[config.mk]
export PLATFORM = sky130hd
export DESIGN_NAME = alu_sched
export DESIGN_NICKNAME = d
export VERILOG_FILES = /design/src/rtl/alu_pkg.sv /design/src/rtl/alu_arb.sv /design/src/rtl/alu_sched.sv
export SDC_FILE = /design/constraint.sdc
export NUM_CORES = 1
export LEC_CHECK = 0
export CAP_MARGIN = 20
export CORE_UTILIZATION = 36
export CTS_CLUSTER_SIZE = 40
export DETAILED_ROUTE_END_ITERATION = 10
export PLACE_DENSITY_LB_ADDON = 0.2
export SYNTH_ARGS = -nofsm -noshare
export SYNTH_HDL_FRONTEND = slang
export SYNTH_SLANG_ARGS = --single-unit
[constraint.sdc]
create_clock -name clk -period 2.06 [get_ports clk]
set_input_delay 0.206 -clock clk [delete_from_list [all_inputs] [get_ports clk]]
set_output_delay 0.206 -clock clk [all_outputs]
set_load 0.05 [all_outputs]
[src/rtl/alu_pkg.sv]
// Shared types for the ALU scheduler: op codes, result destinations, scheduler state.
package alu_pkg;
    localparam int ALU_OP_W = 4;

    typedef enum logic [ALU_OP_W-1:0] {
        OP_OR  = 4'd0,
        OP_XOR = 4'd1,
        OP_AND = 4'd2,
        OP_SL  = 4'd3,
        OP_SR  = 4'd4,
        OP_ADD = 4'd5,
        OP_SUB = 4'd6
    } alu_op_e;

    typedef enum logic {
        DEST_BUS  = 1'b0,
        DEST_ADDR = 1'b1
    } alu_dest_e;

    typedef enum logic {
        S_IDLE = 1'b0,
        S_EXEC = 1'b1
    } sched_state_e;

    function automatic logic op_legal(input logic [ALU_OP_W-1:0] op);
        return op <= 4'(OP_SUB);
    endfunction
endpackage

[src/rtl/alu_arb.sv]
// One-hot arbiter over NREQ requesters. ALU_SCHED_RR_EN selects round-robin
// (pointer register here); otherwise fixed priority, lowest index wins.
module alu_arb #(
    parameter int NREQ = 2
) (
`ifdef ALU_SCHED_RR_EN
    input  logic            clk,
    input  logic            rst,
`endif
    input  logic [NREQ-1:0] req,
    output logic [NREQ-1:0] grant
);
`ifdef ALU_SCHED_RR_EN
    localparam int PW = (NREQ > 1) ? $clog2(NREQ) : 1;

    logic [PW-1:0] ptr;
    logic [PW-1:0] ptr_nxt;

    // Search starts at the pointer; pointer moves to just past the winner.
    always_comb begin
        grant   = '0;
        ptr_nxt = ptr;
        for (int i = 0; i < NREQ; i++) begin
            if (grant == '0 && req[(int'(ptr) + i) % NREQ]) begin
                grant[(int'(ptr) + i) % NREQ] = 1'b1;
                ptr_nxt = PW'(((int'(ptr) + i) % NREQ + 1) % NREQ);
            end
        end
    end

    always_ff @(posedge clk or posedge rst) begin
        if (rst)
            ptr <= '0;
        else if (|grant)
            ptr <= ptr_nxt;
    end
`else
    always_comb begin
        grant = '0;
        for (int i = 0; i < NREQ; i++)
            if (grant == '0 && req[i])
                grant[i] = 1'b1;
    end
`endif
endmodule

[src/rtl/alu_sched.sv]
// Shared-ALU scheduler: arbitrates requester commands into a one-entry command
// register and drives the ALU for one cycle per command. Optional ALU_SCHED_RR_EN.
module alu_sched
    import alu_pkg::*;
#(
    parameter int NREQ = 2,
    parameter int W    = 32
) (
    input  logic                           clk,
    input  logic                           rst,
    input  logic [NREQ-1:0]                req_valid,
    output logic [NREQ-1:0]                req_ready,
    input  logic [NREQ-1:0][ALU_OP_W-1:0]  req_op,
    input  logic [NREQ-1:0][W-1:0]         req_a,
    input  logic [NREQ-1:0][W-1:0]         req_b,
    input  logic [NREQ-1:0]                req_dest,
    output logic [NREQ-1:0]                done,
    output logic                           done_eq,
    output logic                           done_err,
    output logic [W-1:0]                   alu_a,
    output logic [W-1:0]                   alu_b,
    output logic [ALU_OP_W-1:0]            alu_op,
    output logic                           alu_bus_en,
    output logic                           alu_addr_en,
    input  logic                           alu_eq
);
    localparam int IW = (NREQ > 1) ? $clog2(NREQ) : 1;

    sched_state_e          state;
    sched_state_e          state_nxt;
    logic                  armed;
    logic [NREQ-1:0]       grant;
    logic                  xfer;
    logic [IW-1:0]         win;
    logic [ALU_OP_W-1:0]   c_op;
    logic [W-1:0]          c_a;
    logic [W-1:0]          c_b;
    logic                  c_dest;
    logic [IW-1:0]         c_idx;

    alu_arb #(.NREQ(NREQ)) u_arb (
`ifdef ALU_SCHED_RR_EN
        .clk   (clk),
        .rst   (rst),
`endif
        .req   (req_valid & {NREQ{armed}}),
        .grant (grant)
    );

    assign req_ready = grant;
    assign xfer      = |grant;

    always_comb begin
        win = '0;
        for (int i = 0; i < NREQ; i++)
            if (grant[i])
                win = IW'(i);
    end

    // Holds acceptance off for the first cycle after reset release.
    always_ff @(posedge clk or posedge rst) begin
        if (rst)
            armed <= 1'b0;
        else
            armed <= 1'b1;
    end

    always_ff @(posedge clk or posedge rst) begin
        if (rst)
            state <= S_IDLE;
        else
            state <= state_nxt;
    end

    always_comb begin
        state_nxt = state;
        case (state)
            S_IDLE:  if (xfer)  state_nxt = S_EXEC;
            S_EXEC:  if (!xfer) state_nxt = S_IDLE;
            default: state_nxt = S_IDLE;
        endcase
    end

    always_ff @(posedge clk or posedge rst) begin
        if (rst) begin
            c_op   <= '0;
            c_a    <= '0;
            c_b    <= '0;
            c_dest <= 1'b0;
            c_idx  <= '0;
        end else if (xfer) begin
            c_op   <= req_op[win];
            c_a    <= req_a[win];
            c_b    <= req_b[win];
            c_dest <= req_dest[win];
            c_idx  <= win;
        end
    end

    // Illegal ops still complete, but never enable the ALU result onto a target.
    always_comb begin
        alu_a       = '0;
        alu_b       = '0;
        alu_op      = '0;
        alu_bus_en  = 1'b0;
        alu_addr_en = 1'b0;
        done        = '0;
        done_eq     = 1'b0;
        done_err    = 1'b0;
        if (state == S_EXEC) begin
            alu_a       = c_a;
            alu_b       = c_b;
            alu_op      = c_op;
            done[c_idx] = 1'b1;
            if (op_legal(c_op)) begin
                alu_bus_en  = (c_dest == DEST_BUS);
                alu_addr_en = (c_dest == DEST_ADDR);
                done_eq     = alu_eq;
            end else begin
                done_err    = 1'b1;
            end
        end
    end
endmodule

==> impl_results.md <==
* Internal power at 3.93 mW
* Final nets at 815
* Final total power at 5.57 mW
* Area fraction in compound gates after synthesis at 17.1%
* GRT Overall Usage at 22.6%
* Die width at 109 um
* Row Count at 38
* Register-to-register setup slack at 0.34 ns
* Yosys warns at 0
* CTS Buf Count at 9
* Fillers at 836
* Num ports at 219
* Vias at 4133
* Die area at 0.0120 mm2
* Largest family of logic cells by synthesized area: simple AND/OR/NAND/NOR gates
* Core area at 0.0110 mm2
* Clock root buffer: clkbuf_16
* Setup ws final at 0.168 ns
* Most frequent cells in the layout: clkdlybuf4s50_1 (141), inv_1 (139), buf_12 (80), dfrtp_1 (71), nor2b_1 (70)
* Die H at 109 um
* First-pass GRT wire length at 20500 um
* CP startpoint: state
* Syn Area/Cell at 8.78 um2
* XOR/XNOR share of the synthesized area at 0%
* Global route total overflow at 0
* Starting Density at 37.6%
* Mapped Area at 0.00415 mm2
* Reg2reg start: armed
* CTS max path bufs at 2
* Pleak at 3.61 nW
* Largest net degree at the start of global routing at 71
* Clk pwr share at 34.8%
* Setup WS pre-CTS at 0.0878 ns
* Cts repair resizes at 0
* I/O Buffers at 218
* Vias per cell at 5.06
* Post-synthesis adder-cell area fraction at 0%
* CTS tree: done
* CP Cell Sequence: buf_4 > nor2b_1 > buf_12
* Reg power frac at 30.4%
* Final period util at 91.9%
* CTS sink count at 72
* Fraction of layout cells with a size suffix above 1 at 15.8%
* Final ANT Viol Nets at 0
* Drt pass-1 iters at 10
* Crit. End Element: output pin
* Top cells by area, synth: dfrtp_1 (43%), a222oi_1 (17%), inv_1 (13%)
* Setup Buffers After CTS at 0
* Crit path largest cell delay at 0.58 ns
* Crit path max fanout at 28
* Initial antenna violation count at 0
* Clock Pin Slew Worst Setup and Hold Paths at 0.06 ns
* Minimum clock period at 1.89 ns
* Max_slew headroom at 50.5%
* Hold_buf cts at 0
* GPL Wtd Cong at 0.806
* Setup violators final at 0
* Req. time, crit path at 1.85 ns
* HP Class: input pin to async pin
* RSZ-0062 raised after global routing: false
* P&R area growth vs syn at 82.9%
* Worst Reg-to-Reg Cells at 3
* WL/cell at 16.2 um
* FF-to-FF End: c_b[24]
* Final hold violation count at 0
* Worst Tran Pin Value at 0.741 ns
* Initial DRC count at 371
* Switching Share at 29.4%
* Worst skew pair latency at 0.33 ns
* Simple-Gate Fraction of Synth Area at 22.3%
* Critical Setup Path Class: flip-flop to output pin
* Post-synthesis sequential area ratio at 43.4%
* CP Data Arrival Time at 1.69 ns
* H-tree level count at 3
* Drt drc at 0
* NetSw at 1.64 mW
* Hpwl dp at 9300 um
* Crit-path slowest cell: dfrtp_2
* Worst vdd ir at 0.452 mV
* Netlist cell types at 18
* Max Cap Viol at 0
* Status: finished, final reports clean
* Synth top area share at 43.4%
* Clock Skew at 0.00618 ns
* Pwr dens at 733 mW/mm2
* Max Fclk at 528 MHz
* Crit start category: flip-flop
* Fin. max-slew vios at 0
* Syn Nets at 616
* Non-Filler Instances at 817
* Post-synthesis mux area share at 0%
* Placed cells at 801
* Synth Register Bits at 72
* Cells after Synth at 473
* Final wirelength at 13200 um
* Comb pwr share at 34.8%
* Leading area contributor after synthesis: dfrtp_1
* Vias in the first global route at 4066
* Antenna fix cells at 0
* Most common cell after layout, fill and taps aside: clkdlybuf4s50_1
## layer usage
layer  global-route usage, %  up-vias  wire length (um)
met1                    25.0     1989              4940
met2                    41.1      191              6920
met3                    4.45       20               999
met5                       0        -                 0
li1                        -     1933                 -
met4                    11.3        0               361
## worst max-delay path: cells and delay by family (launching register included)
kind | cells | cell delay [ns]
buffers and inverters | 2 | 0.51
DFF | 1 | 0.58
and+or+nand+nor | 1 | 0.26
## through the flow
stage | instance area, um2 | TNS (ns) | utilization [%] | hold slack [ns]
finish | 7600 | 0 | 68.9 | 0.145
global route | 7600 | 0 | 68.9 | 0.183
CTS | 7600 | 0 | 68.9 | 0.141
detailed placement | 7230 | 0 | 65.5 | 0.500
global placement | 7230 | 0 | 65.5 | 0.487
floorplan | 4150 | -0.944 | - | 0.343
## cell usage after synthesis
library cell,instances
o21a_1,1
and3_1,1
buf_2,5
a222oi_1,69
nor4b_1,2
conb_1,1
clkbuf_1,31
nor2_1,2
nor4bb_1,1
nor2b_1,71
buf_6,3
and2_1,70
nand2_1,1
buf_4,1
o21ai_2,1
inv_1,140
a21oi_1,1
dfrtp_1,72
## power by group through the flow
stage	Clock (mW)	Sequential (mW)	Combinational, mW
3_3_place_gp	0	1.71	1.92
4_1_cts	1.97	1.69	1.95
2_1_floorplan	0	1.68	0.966
6_report	1.94	1.69	1.94
5_1_grt	2.02	1.72	2.05
3_5_place_dp	0	1.72	1.95
## state kept, by name, summed over array words and instances, names as in the netlist
| name | cells |
|---|---|
| armed | 1 |
| c_a | 32 |
| c_b | 32 |
| c_dest | 1 |
| c_idx | 1 |
| c_op | 4 |
| state | 1 |
## worst max path at each step
| stage | depth (start not counted) | endpoint | slack [ns] |
|---|---|---|---|
| after floorplan | 2 | alu_addr_en | -0.34 |
| after global placement | 4 | c_a[8] | 0.14 |
| after detailed placement | 4 | c_b[24] | 0.09 |
| after CTS | 3 | done[0] | 0.15 |
| after global routing | 3 | done[0] | 0.06 |
| final | 3 | done[0] | 0.17 |
## area by class of cell
cell class	count	area (um2)	area share [%]
Sequential cell	72	1800	23.7
Tap cell	140	175	2.31
Timing Repair Buffer	228	3060	40.3
Multi-Input combinational cell	221	1660	21.8
Clock inverter	5	128	1.68
Clock buffer	11	243	3.19
Inverter	140	527	6.93
## kinds of logic (layout without fill, tap and decap cells)
kind of cell | after synthesis | after routing
simple gates | 148 | 148
other cells | 1 | 1
flops | 72 | 72
compound gates | 72 | 72
buf+inv | 180 | 384
Note: power is estimated with default switching activity, not from simulation.
